`src/rtl/pifan_spi_pkg.sv`:
```
// Shared definitions for the Pi-to-FPGA SPI0 link (transmit and receive paths).
//   SPI_BYTE_W        : bits per SPI byte
//   SPI_FILL_DEFAULT  : byte sent when the transmitter has nothing queued
//   SPI_MIN_HALF_CLKS : minimum SCK high/low phase, in system clock cycles
//   spi_tx_state_e    : transmit FSM states
package pifan_spi_pkg;

  localparam int unsigned SPI_BYTE_W = 8;
  localparam logic [SPI_BYTE_W-1:0] SPI_FILL_DEFAULT = 8'hFF;
  localparam int unsigned SPI_MIN_HALF_CLKS = 4;

  typedef enum logic [1:0] {
    IDLE,
    LOAD,
    SHIFT
  } spi_tx_state_e;

endpackage

```
`src/rtl/spi_slave_tx_if.sv`:
```
// Bundle of the SPI pins and the byte handshake of the SPI transmit path.
//   spi_clk, spi_cs   : SCK and active-low CS from the master (asynchronous)
//   tx_data, tx_valid : byte offered for transmission
//   tx_ready          : holding register empty
//   miso, miso_oe     : serial data and pad output enable
//   tx_done, underrun : one-cycle status pulses
//   busy              : synchronised CS asserted
// Modport slave is the transmitter's view; master is the driving side.
interface spi_slave_tx_if;
  import pifan_spi_pkg::*;

  logic                  spi_clk;
  logic                  spi_cs;
  logic [SPI_BYTE_W-1:0] tx_data;
  logic                  tx_valid;
  logic                  tx_ready;
  logic                  miso;
  logic                  miso_oe;
  logic                  tx_done;
  logic                  underrun;
  logic                  busy;

  modport slave (
    input  spi_clk, spi_cs, tx_data, tx_valid,
    output tx_ready, miso, miso_oe, tx_done, underrun, busy
  );

  modport master (
    output spi_clk, spi_cs, tx_data, tx_valid,
    input  tx_ready, miso, miso_oe, tx_done, underrun, busy
  );

endinterface

```
`src/rtl/spi_sync_edge.sv`:
```
// Multi-stage synchroniser for an asynchronous input followed by an edge detector.
//   clk, rst : system clock, asynchronous active-high reset
//   din      : asynchronous input
//   level    : synchronised level, aligned with the edge pulses
//   rise     : one-cycle pulse on a synchronised 0->1 transition
//   fall     : one-cycle pulse on a synchronised 1->0 transition
// Pin-to-pulse latency is STAGES + 1 cycles. RESET_VAL is the idle level of the input,
// so leaving reset never produces a spurious edge.
module spi_sync_edge #(
  parameter int unsigned STAGES    = 2,
  parameter logic        RESET_VAL = 1'b0
) (
  input  logic clk,
  input  logic rst,
  input  logic din,
  output logic level,
  output logic rise,
  output logic fall
);

  logic [STAGES-1:0] sync_q;
  logic              level_q;
  logic              rise_q;
  logic              fall_q;

  always_ff @(posedge clk or posedge rst) begin
    if (rst) begin
      sync_q  <= {STAGES{RESET_VAL}};
      level_q <= RESET_VAL;
      rise_q  <= 1'b0;
      fall_q  <= 1'b0;
    end else begin
      sync_q  <= {sync_q[STAGES-2:0], din};
      level_q <= sync_q[STAGES-1];
      rise_q  <= sync_q[STAGES-1] & ~level_q;
      fall_q  <= ~sync_q[STAGES-1] & level_q;
    end
  end

  assign level = level_q;
  assign rise  = rise_q;
  assign fall  = fall_q;

endmodule

```
`src/rtl/spi_slave_tx.sv`:
```
// SPI mode 0 slave transmitter, MSB first, oversampled on the system clock.
//   clk, rst : system clock, asynchronous active-high reset
//   bus      : SPI pins plus tx_data/tx_valid/tx_ready handshake and status pulses
// A one-byte holding register feeds an 8-bit shift register. A byte boundary loads the
// held byte, or FILL_BYTE with an underrun pulse when nothing is held.
module spi_slave_tx
  import pifan_spi_pkg::*;
#(
  parameter logic [SPI_BYTE_W-1:0] FILL_BYTE   = SPI_FILL_DEFAULT,
  parameter int unsigned           SYNC_STAGES = 2
) (
  input logic           clk,
  input logic           rst,
  spi_slave_tx_if.slave bus
);

  logic cs_level, cs_rise, cs_fall;
  logic sck_rise, sck_fall;
  logic unused_sck_level;

  spi_sync_edge #(
    .STAGES    (SYNC_STAGES),
    .RESET_VAL (1'b1)
  ) u_sync_cs (
    .clk   (clk),
    .rst   (rst),
    .din   (bus.spi_cs),
    .level (cs_level),
    .rise  (cs_rise),
    .fall  (cs_fall)
  );

  spi_sync_edge #(
    .STAGES    (SYNC_STAGES),
    .RESET_VAL (1'b0)
  ) u_sync_sck (
    .clk   (clk),
    .rst   (rst),
    .din   (bus.spi_clk),
    .level (unused_sck_level),
    .rise  (sck_rise),
    .fall  (sck_fall)
  );

  spi_tx_state_e         state_q, state_d;
  logic [SPI_BYTE_W-1:0] shreg_q, shreg_d;
  logic [2:0]            bitcnt_q, bitcnt_d;
  logic                  reload_q, reload_d;
  logic [SPI_BYTE_W-1:0] hold_q, hold_d;
  logic                  hold_valid_q, hold_valid_d;

  logic sck_rise_en, sck_fall_en;
  logic load, done, underrun, accept;

  // SCK activity only matters while the master is selecting us.
  assign sck_rise_en = sck_rise & ~cs_level;
  assign sck_fall_en = sck_fall & ~cs_level;

  always_comb begin
    state_d  = state_q;
    shreg_d  = shreg_q;
    bitcnt_d = bitcnt_q;
    reload_d = reload_q;
    load     = 1'b0;
    done     = 1'b0;
    underrun = 1'b0;

    unique case (state_q)
      IDLE: begin
        if (cs_fall) state_d = LOAD;
      end
      LOAD: begin
        load     = 1'b1;
        bitcnt_d = 3'd0;
        state_d  = SHIFT;
      end
      SHIFT: begin
        if (sck_rise_en) begin
          bitcnt_d = bitcnt_q + 3'd1;
          if (bitcnt_q == 3'd7) begin
            done     = 1'b1;
            reload_d = 1'b1;
          end
        end
        // Master has sampled the last bit; the next byte goes out on this falling edge.
        if (sck_fall_en) begin
          if (reload_q) begin
            load     = 1'b1;
            reload_d = 1'b0;
          end else begin
            shreg_d = {shreg_q[SPI_BYTE_W-2:0], 1'b0};
          end
        end
      end
      default: state_d = IDLE;
    endcase

    if (load) begin
      shreg_d  = hold_valid_q ? hold_q : FILL_BYTE;
      underrun = ~hold_valid_q;
    end

    // Deselect wins over everything else; a partial byte is dropped.
    if (cs_rise) begin
      state_d  = IDLE;
      shreg_d  = shreg_q;
      bitcnt_d = 3'd0;
      reload_d = 1'b0;
      load     = 1'b0;
      done     = 1'b0;
      underrun = 1'b0;
    end
  end

  // No bypass: a byte accepted during a load waits for the next boundary.
  assign accept = bus.tx_valid & ~hold_valid_q;

  always_comb begin
    hold_d       = hold_q;
    hold_valid_d = hold_valid_q;
    if (load && hold_valid_q) begin
      hold_valid_d = 1'b0;
    end else if (accept) begin
      hold_d       = bus.tx_data;
      hold_valid_d = 1'b1;
    end
  end

  always_ff @(posedge clk or posedge rst) begin
    if (rst) begin
      state_q      <= IDLE;
      shreg_q      <= '0;
      bitcnt_q     <= 3'd0;
      reload_q     <= 1'b0;
      hold_q       <= '0;
      hold_valid_q <= 1'b0;
    end else begin
      state_q      <= state_d;
      shreg_q      <= shreg_d;
      bitcnt_q     <= bitcnt_d;
      reload_q     <= reload_d;
      hold_q       <= hold_d;
      hold_valid_q <= hold_valid_d;
    end
  end

  assign bus.tx_ready = ~hold_valid_q;
  assign bus.miso     = (state_q == SHIFT) ? shreg_q[SPI_BYTE_W-1] : 1'b0;
  assign bus.miso_oe  = ~cs_level;
  assign bus.busy     = ~cs_level;
  assign bus.tx_done  = done;
  assign bus.underrun = underrun;

endmodule

```
`src/flat_wrapper.sv`:
```
// flat-port wrapper written by rule: the top's interface ports become plain ports
module spi_slave_tx_flat import pifan_spi_pkg::*;
#(
  parameter logic [SPI_BYTE_W-1:0] FILL_BYTE   = SPI_FILL_DEFAULT,
  parameter int unsigned           SYNC_STAGES = 2
)
  (clk, rst, bus_spi_clk, bus_spi_cs, bus_tx_data, bus_tx_valid, bus_tx_ready, bus_miso, bus_miso_oe, bus_tx_done, bus_underrun, bus_busy);
  spi_slave_tx_if bus_i ();
  input logic clk;
  input logic rst;
  input wire logic [$bits(bus_i.spi_clk)-1:0] bus_spi_clk;
  input wire logic [$bits(bus_i.spi_cs)-1:0] bus_spi_cs;
  input wire logic [$bits(bus_i.tx_data)-1:0] bus_tx_data;
  input wire logic [$bits(bus_i.tx_valid)-1:0] bus_tx_valid;
  output wire logic [$bits(bus_i.tx_ready)-1:0] bus_tx_ready;
  output wire logic [$bits(bus_i.miso)-1:0] bus_miso;
  output wire logic [$bits(bus_i.miso_oe)-1:0] bus_miso_oe;
  output wire logic [$bits(bus_i.tx_done)-1:0] bus_tx_done;
  output wire logic [$bits(bus_i.underrun)-1:0] bus_underrun;
  output wire logic [$bits(bus_i.busy)-1:0] bus_busy;
  assign bus_i.spi_clk = bus_spi_clk;
  assign bus_i.spi_cs = bus_spi_cs;
  assign bus_i.tx_data = bus_tx_data;
  assign bus_i.tx_valid = bus_tx_valid;
  assign bus_tx_ready = bus_i.tx_ready;
  assign bus_miso = bus_i.miso;
  assign bus_miso_oe = bus_i.miso_oe;
  assign bus_tx_done = bus_i.tx_done;
  assign bus_underrun = bus_i.underrun;
  assign bus_busy = bus_i.busy;
  spi_slave_tx #(.FILL_BYTE(FILL_BYTE), .SYNC_STAGES(SYNC_STAGES)) u_core (.clk(clk), .rst(rst), .bus(bus_i));
endmodule
```
`config.mk`:
```
export PLATFORM = sky130hd
export DESIGN_NAME = spi_slave_tx_flat
export DESIGN_NICKNAME = d
export VERILOG_FILES = /design/src/rtl/pifan_spi_pkg.sv /design/src/rtl/spi_slave_tx_if.sv /design/src/rtl/spi_sync_edge.sv /design/src/rtl/spi_slave_tx.sv /design/src/flat_wrapper.sv
export SDC_FILE = /design/constraint.sdc
export NUM_CORES = 1
export LEC_CHECK = 0
export ABC_AREA = 1
export CORE_ASPECT_RATIO = 2
export CORE_MARGIN = 1
export CORE_UTILIZATION = 58
export DETAILED_ROUTE_END_ITERATION = 10
export GPL_TIMING_DRIVEN = 1
export PLACE_DENSITY = 0.88
export SLEW_MARGIN = 20
export SYNTH_ARGS = -nofsm -noshare
export SYNTH_HDL_FRONTEND = slang
export SYNTH_SLANG_ARGS = --single-unit
```
`constraint.sdc`:
```
create_clock -name clk -period 3.3 [get_ports clk]
set_input_delay 0.33 -clock clk [delete_from_list [all_inputs] [get_ports clk]]
set_output_delay 0.33 -clock clk [all_outputs]
set_load 0.02 [all_outputs]
```
==> impl_metrics.csv <==
group,metric,value,unit
status,status,"completed",
power_and_ir_drop,p_sw,535,uW
floorplan,die_area,2930,um2
sta,max_freq,383,MHz
worst_setup_path,r2r-end,"u_core.state_q[1]",
synthesis,async_reset_ff_frac,1.00,
clocking,path_clk_slew,0.06,ns
synthesis,netlist_top_cells_area,"dfrtp_1 48%, nand2_1 8.9%, nand3_1 5.8%",
power_and_ir_drop,pwr-share-clk,0.250,
route,wl_met2,1900,um
sta,period_minus_slack,2.61,ns
worst_setup_path,endpoint_kind,"primary output",
power_and_ir_drop,irDropWorstVdd,0.000492,V
floorplan,die_h,75.5,um
power_and_ir_drop,p_leak,0.000970,uW
synthesis,yosys_warnings,0,
synthesis,yosys.cell_count.top_type,"nand2_1",
floorplan,num_io_pins,19,
worst_setup_path,reg2reg_depth,7,
clocking,root_buffer,"clkbuf_8",
synthesis,ys_top_cells_by_count,"37 x nand2_1, 30 x dfrtp_1, 18 x nand3_1, 15 x inv_1, 15 x nor2_1",
floorplan,initial_core_util,0.610,
sta,tightest_slew,0.548,ns
synthesis,synth.yosys.seq_area_share,0.530,
clocking,ctsResizeCount,0,
route,wirelength,3200,um
worst_setup_path,cp-start-kind,"register",
synthesis,syn_avg_cell_area,9.55,um2
synthesis,postSynthCellCount,164,
global_route,grt_overflow,0,
route,drtAntennaViolNets,0,
sta,finalSetupViolCount,0,
route,num_vias,1193,
clocking,post-cts-setup-buffers,0,
route,highest-signal-layer,"met4",
power_and_ir_drop,internal_power,993,uW
worst_setup_path,arrival,2.28,ns
sta,fin_skew,0.00134,ns
clocking,clkSinkCount,33,
worst_setup_path,crit_required,2.97,ns
global_route,grt_antenna_before_repair,0,
synthesis,synth_largest_area_cell,"dfrtp_1",
sta,setup_tns,0,ns
placement,io_buffers,18,
layout,n_fill_cell,178,
layout,stdcell_area,1870,um2
global_route,track_usage,0.259,
worst_setup_path,reg2reg_from,"u_core.state_q[0]",
clocking,htree_num_levels,2,
power_and_ir_drop,powerDensity,815,nW/um2
route,post_drt_wl_per_cell,14.9,um
power_and_ir_drop,seqPwrFrac,0.392,
route,drc,0,
synthesis,ys_types,25,
layout,n_antenna_cell,0,
placement,gp_congestion,0.869,
run,cap_violations,0,
worst_setup_path,critPathKind,"reg -> out",
placement,place_hpwl,2400,um
clocking,cts_tree,"built",
min_path,min_path_cells,0,
floorplan,fp-row-count,26,
min_path,hold_start,"u_core.u_sync_sck.sync_q[0]",
worst_setup_path,ff2ff_setup_slack,1.65,ns
placement,placed_area,1760,um2
layout,drive_above_1_share,0.193,
floorplan,die_w,38.8,um
sta,hold_violations,0,
layout,area.growth.synth_to_final,19.6,%
sta,min_period_over_period,0.792,
clocking,worstSkewPairLatency,0.28,ns
power_and_ir_drop,p_sw_frac,0.350,
sta,finalMaxSlewViolations,0,
clocking,clock_path_buffers,2,
route,wl_met1,1040,um
synthesis,synth_edf_count,0,
synthesis,synth-seq-cells,33,
sta,hold_slack,0.358,ns
route,routed_via_density,5.55,
synthesis,synth-main-ff-cell,"dfrtp_1",
global_route,grt_pass1_wl,5110,um
global_route,grt_max_degree,20,
clocking,cts-buffers-inserted,5,
sta,rsz0062_at_grt,"false",
route,route.met3.wl,139,um
layout,layout.nets,205,
route,drt_iter0_drc,28,
clocking,hold_buffers,0,
synthesis,synth_area,1570,um2
route,dr.pass1.iters,4,
floorplan,core_area,2570,um2
sta,slew_headroom,0.634,
min_path,holdPathEnd,"u_core.u_sync_sck.sync_q[1]",
global_route,grt_pass1_vias,1268,
power_and_ir_drop,comb_power_share,0.358,
synthesis,yosysTopAreaCellShare,0.479,
synthesis,synth_fp_nets,183,
min_path,hp-class,"reg -> reg",
worst_setup_path,path_max_fanout,12,
cells in the final DEF, fill, tap and decap left out, types with 2 or more instances in the layout:
cell type and n:
nand2_1 37, dfrtp_1 30, nand3_1 18, clkdlybuf4s50_1 18, inv_1 15, nor2_1 15, or2_2 6, mux2_2 6
ha_1 6, clkbuf_8 6, a21oi_1 5, inv_2 4, o21ai_0 4, dfstp_2 3, nand2_2 2
final cells by class:
| cell class | count | area, um2 | share of cell area |
|---|---|---|---|
| timing repair buffer | 19 | 188 | 0.100 |
| clock inverter | 1 | 30.0 | 0.0160 |
| multi-input combinational | 108 | 634 | 0.338 |
| sequential | 33 | 830 | 0.443 |
| inverter | 19 | 71.3 | 0.0381 |
| clock buffer | 7 | 86.3 | 0.0461 |
| tap | 28 | 35.0 | 0.0187 |
worst max path at each step:
stage | end | from | slack, ns
global route | bus_underrun | u_core.state_q[0] | 0.56
CTS | bus_underrun | u_core.state_q[0] | 0.70
detailed placement | bus_underrun | u_core.state_q[0] | 1.03
finish | bus_underrun | u_core.state_q[0] | 0.69
global placement | bus_underrun | u_core.state_q[0] | 1.11
floorplan | bus_underrun | u_core.state_q[0] | 1.51
power groups by stage:
stage | Combinational (uW) | Clock (uW) | Sequential (uW)
after detailed placement | 537 | 0 | 600
after floorplan | 427 | 0 | 578
after global routing | 603 | 405 | 606
after global placement | 498 | 0 | 592
after CTS | 545 | 389 | 595
final | 547 | 383 | 598
metrics by stage:
step	total power, uW	std cells	util	setup WS, ns
2_1_floorplan	1000	164	-	1.51
6_report	1530	215	0.729	0.688
3_5_place_dp	1140	207	0.684	1.03
5_1_grt	1610	215	0.729	0.564
3_3_place_gp	1090	207	0.684	1.11
4_1_cts	1530	215	0.729	0.704
per-layer routing:
| layer | global-route usage | vias to the layer above |
|---|---|---|
| li1 | - | 564 |
| met5 | 0 | - |
| met2 | 0.493 | 38 |
| met3 | 0.0641 | 11 |
| met4 | 0.146 | 0 |
| met1 | 0.224 | 580 |
critical path, stage by stage (launching register included):
cell and delay, ns:
dfrtp_1 0.39, inv_1 0.13, ha_1 0.26, nand2_1 0.09, inv_2 0.08, nand2_4 0.07, nand2_8 0.09, nand3_4 0.15
nor2_1 0.14, clkdlybuf4s50_1 0.61
sequential cells by signal, summed over array words and instances, names as in the netlist:
register,cells
u_core.u_sync_sck.fall,1
u_core.shreg_q,8
u_core.hold_q,8
u_core.hold_valid_q,1
u_core.bitcnt_q,3
u_core.reload_q,1
u_core.u_sync_cs.rise,1
u_core.u_sync_sck.rise,1
u_core.u_sync_cs.sync_q,2
u_core.u_sync_cs.level,1
u_core.state_q,2
u_core.u_sync_sck.level,1
u_core.u_sync_cs.fall,1
u_core.u_sync_sck.sync_q,2
cells by family (layout without fill, tap and decap cells):
family          Yosys count  count (layout)  synth area share
flops                    33              33             0.530
buf+inv                  23              46            0.0655
simple gates             84              84             0.272
mux                       6               6            0.0431
compound gates           12              12            0.0423
fa+ha+maj                 6               6            0.0479
(Power assumes the default switching activity.)
==> RTL change 1 (same settings) <==
Encoding of `spi_tx_state_e`: now one-hot (3 bits for 3 states).
--- a/src/rtl/pifan_spi_pkg.sv
+++ b/src/rtl/pifan_spi_pkg.sv
@@ -9,10 +9,10 @@
   localparam logic [SPI_BYTE_W-1:0] SPI_FILL_DEFAULT = 8'hFF;
   localparam int unsigned SPI_MIN_HALF_CLKS = 4;
 
-  typedef enum logic [1:0] {
-    IDLE,
-    LOAD,
-    SHIFT
+  typedef enum logic [2:0] {
+    IDLE  = 3'b001,
+    LOAD  = 3'b010,
+    SHIFT = 3'b100
   } spi_tx_state_e;
 
 endpackage
Formal check against the unedited RTL: same outputs for any inputs over 10 cycles, from zero or initial values and one cycle with rst high; not proved beyond that.
==> RTL change 1 against the original RTL <==
Design area decreased by 3.1%; wire length decreased by 11%; sequential cell count rose by 1; critical path type unchanged; critical endpoint unchanged; power is 23% lower; non-clock buffer count did not move; count of clock-buffer cells in the layout is the same; setup slack better by 0.20 ns; worst hold slack lost 0.0042 ns; utilization is 2.5 points higher; area after synthesis is 3.5% lower; register-to-register slack improved by 0.32 ns.
==> RTL change 1: results (changes against the original RTL) <==
Run status
  – Outcome: finished clean

Power
  – Clk pwr share: 0.264 (+0.014)
  – Worst VDD drop: 0.000487 V (-1.1%)
  – Pint: 822 uW (-17%)
  – Combinational cell power: 288 uW (-47%)
  – Static leakage: 0.000902 uW (-7.1%)
  – Power Density: 647 nW/um^2 (-21%)

Yosys
  – Synth Net Count: 177 (-3.3%)
  – Unique masters post-synth: 21 (-16%)
  – Mapped Avg Cell Area: 9.33 sq um (-2.3%)
  – YS warnings: 0 (unchanged)
  – Async SR Flop Fraction: 1.00 (unchanged)
  – Commonest cells in the netlist: nand2_1, dfrtp_1, inv_1
  – Synth top area cells: dfrtp_1, nand2_1, dfstp_2
  – Sequential fraction of the synthesis area: 0.566 (+0.0367)

Place
  – Hpwl dp: 2100 um (-12%)
  – Dpl ws: 1.22 ns (+0.184 ns)
  – GP Congestion: 0.823 (-5.3%)
  – Dpl cell area: 1730 sq um (-1.9%)

CTS
  – # resized after CTS: 0 (unchanged)
  – CTS buffer count: 5 (unchanged)
  – Clock root cell: clkbuf_8
  – Hold_buf cts: 0 (unchanged)
  – Clk Latency, worst-skew pair: 0.29 ns
  – Clk buf depth: 2 (unchanged)

Global route
  – Gr usage total: 0.255 (-0.00415)
  – Vias in the first global route: 1139 (-10%)
  – M3 GR Usage: 0.0627 (-0.00145)
  – Largest net degree at the start of global routing: 35 (+75%)
  – Global-route wire length before repair: 4760 um (-6.9%)
  – Routing usage on met1: 0.245 (+0.0203)
  – GR Layer Usage met2: 0.456 (-0.0368)

Setup path
  – Critical-path maximum fanout: 9 (-3)
  – WP data arrival: 2.08 ns (-0.20 ns)
  – R2R depth: 8 (+1)
  – Critical Path Start: u_core.state_q[0]

Hold path
  – Hold depth: 0 (unchanged)
  – Hold path start: u_core.u_sync_sck.sync_q[0]

Drt
  – DR WL met3: 82 um (-41%)
  – Vias per cell: 5.27 (-5.0%)
  – Final WL: 2840 um (-11%)
  – Routed met2 length: 1660 um (-13%)
  – Initial DRC count: 43 (+54%)
  – Met1 Wirelength: 1010 um (-2.7%)

Timing
  – Relative slew slack: 0.697 (+0.0626)
  – Clk_skew: 0.00725 ns (+0.00591 ns)

Finish
  – Share of cells above drive strength 1: 0.186 (-0.00634)
  – Nets@finish: 202 (-1.5%)
  – Largest registers: u_core.hold_q x8, u_core.shreg_q x8
-- RTL change 1: cells by family after synthesis --
group           after synthesis  share of synthesized area
compound gates                5                     0.0215
fa+ha+maj                     2                     0.0166
buf+inv                      27                     0.0695
flops                        34                      0.566
mux                           8                     0.0596
simple gates                 86                      0.267
-- RTL change 1: path summary, 6_finish.rpt --
kind | endpoint | slack (ns)
max in group asynchronous | u_core.u_sync_cs.sync_q[1] | 2.53
worst min register to register | u_core.u_sync_sck.sync_q[1] | 0.35
worst max register to register | u_core.shreg_q[5] | 1.97
worst min-delay path | u_core.u_sync_sck.sync_q[1] | 0.35
min in group asynchronous | u_core.u_sync_cs.fall | 0.43
worst max-delay path | bus_underrun | 0.89
-- RTL change 1: final cells by class --
class | instances | area, sq um
timing repair buffer | 19 | 188
tap | 27 | 33.8
multi-input combinational | 101 | 551
fill | 160 | 592
clock inverter | 1 | 5.00
sequential | 34 | 856
clock buffer | 7 | 86.3
inverter | 26 | 97.6
==> RTL change 2 (same settings) <==
Made on the original files. `SYNC_STAGES` is set to 2 in 2 places; all go to 4.
--- a/src/rtl/spi_slave_tx.sv
+++ b/src/rtl/spi_slave_tx.sv
@@ -7,7 +7,7 @@
   import pifan_spi_pkg::*;
 #(
   parameter logic [SPI_BYTE_W-1:0] FILL_BYTE   = SPI_FILL_DEFAULT,
-  parameter int unsigned           SYNC_STAGES = 2
+  parameter int unsigned           SYNC_STAGES = 4
 ) (
   input logic           clk,
   input logic           rst,
--- a/src/flat_wrapper.sv
+++ b/src/flat_wrapper.sv
@@ -2,7 +2,7 @@
 module spi_slave_tx_flat import pifan_spi_pkg::*;
 #(
   parameter logic [SPI_BYTE_W-1:0] FILL_BYTE   = SPI_FILL_DEFAULT,
-  parameter int unsigned           SYNC_STAGES = 2
+  parameter int unsigned           SYNC_STAGES = 4
 )
   (clk, rst, bus_spi_clk, bus_spi_cs, bus_tx_data, bus_tx_valid, bus_tx_ready, bus_miso, bus_miso_oe, bus_tx_done, bus_underrun, bus_busy);
   spi_slave_tx_if bus_i ();
Behaviour: not the same (a bounded check fails within 4 cycles, from zero or initial values and one cycle with rst high).
==> RTL change 2 against the original RTL <==
Final cell count increased by 6.5%; power shrank 4.8%; register-to-register slack about the same; design area up 3.7%; sequential cell count up 4; sequential power increased by 6.2%; area after synthesis increased by 6.3%; setup slack better by 0.0060 ns; wire length decreased by 1.5%; non-clock buffer count unchanged; via count increased by 3.0%; clock skew rose by 0.0037 ns; critical path depth stayed put; critical path type unchanged.
==> RTL change 2: results (changes against the original RTL) <==
Run status
  – Outcome: finished clean

Drt
  – Initial DRC count: 30 (+7.1%)
  – Avg WL per Cell: 13.8 um (-7.5%)
  – Total number of vias: 1229 (+3.0%)
  – Routed met2 length: 1790 um (-5.7%)
  – Met1 Wirelength: 1110 um (+6.5%)

Place
  – Dpl cell area: 1850 sq um (+5.4%)
  – GP Congestion: 0.916 (+5.4%)

Yosys
  – Post-synthesis compound-gate area fraction: 0.0556 (+0.0133)
  – Mapped Avg Cell Area: 9.36 sq um (-2.1%)
  – Synth Net Count: 197 (+7.7%)
  – Post-synthesis register bit count: 37 (+12%)
  – Synth top area cells: dfrtp_1, nand2_1, dfstp_2
  – Commonest cells in the netlist: nand2_1, dfrtp_1, inv_1
  – Post-Synth Adder-Cell Area: 0.0451 (-0.00284)

Finish
  – Final-layout fill cell count: 205 (+15%)
  – Clk cell area share: 0.0470 (-0.0151)
  – Non-clock inverter count: 27 (+8)
  – NonClk Buf Share: 0.0965 (-0.00361)
  – Largest registers: u_core.hold_q x8, u_core.shreg_q x8
  – CLK BUF: 5 (-2)
  – Register area: 932 sq um (+12%)
  – Nets@finish: 218 (+6.3%)

Setup path
  – Worst flop-to-flop path endpoint: u_core.shreg_q[1]
  – Critical path's slowest cell: clkdlybuf4s50_1

Global route
  – Gr usage total: 0.261 (+0.00204)
  – M3 GR Usage: 0.0543 (-0.00985)
  – GR Layer Usage met2: 0.427 (-0.0652)
  – Vias in the first global route: 1295 (+2.1%)
  – Routing usage on met1: 0.264 (+0.0394)
  – Global-route wire length before repair: 5400 um (+5.7%)

Timing
  – Final critical-path setup slack: 0.694 ns (+0.00600 ns)
  – Worst slew pin tran: 0.448 ns (-0.101 ns)
  – WHS: 0.358 ns (+0.000237 ns)
  – Clk_skew: 0.00508 ns (+0.00374 ns)

Power
  – Switching Fraction: 0.379 (+0.0287)
  – Pint: 903 uW (-9.0%)
  – Combinational cell power: 505 uW (-7.7%)
  – Clock net power: 313 uW (-18%)
  – Worst VDD drop: 0.000655 V (+33%)

Hold path
  – Hold path start: u_core.u_sync_cs.sync_q[1]
  – Hold Path End: u_core.u_sync_cs.sync_q[2]
==> RTL change 2: changes by cell type in the layout (fill, tap and decap cells not counted), moves of 2 or more <==
cell / before / now
or2_2: 6 / 0
a21oi_1: 5 / 10
inv_1: 15 / 25
clkinv_4: 0 / 2
nand2_1: 37 / 40
mux2_2: 6 / 1
dfrtp_1: 30 / 32
dfstp_2: 3 / 5
inv_2: 4 / 2
nand3_1: 18 / 20
nor3_1: 0 / 2
nor2_1: 15 / 13
==> RTL change 2: worst max-delay path, delay by kind of cell, from the launching register on <==
kind	cells	cell delay, ns
buffers and inverters	3	0.81
and+or+nand+nor	5	0.52
DFF	1	0.41
adders and majority gates	1	0.25
==> RTL change 2: cell families after synthesis <==
group           count (synthesis)
fa+ha+maj                       6
flops                          37
mux                             1
buf+inv                        32
simple gates                   84
compound gates                 18
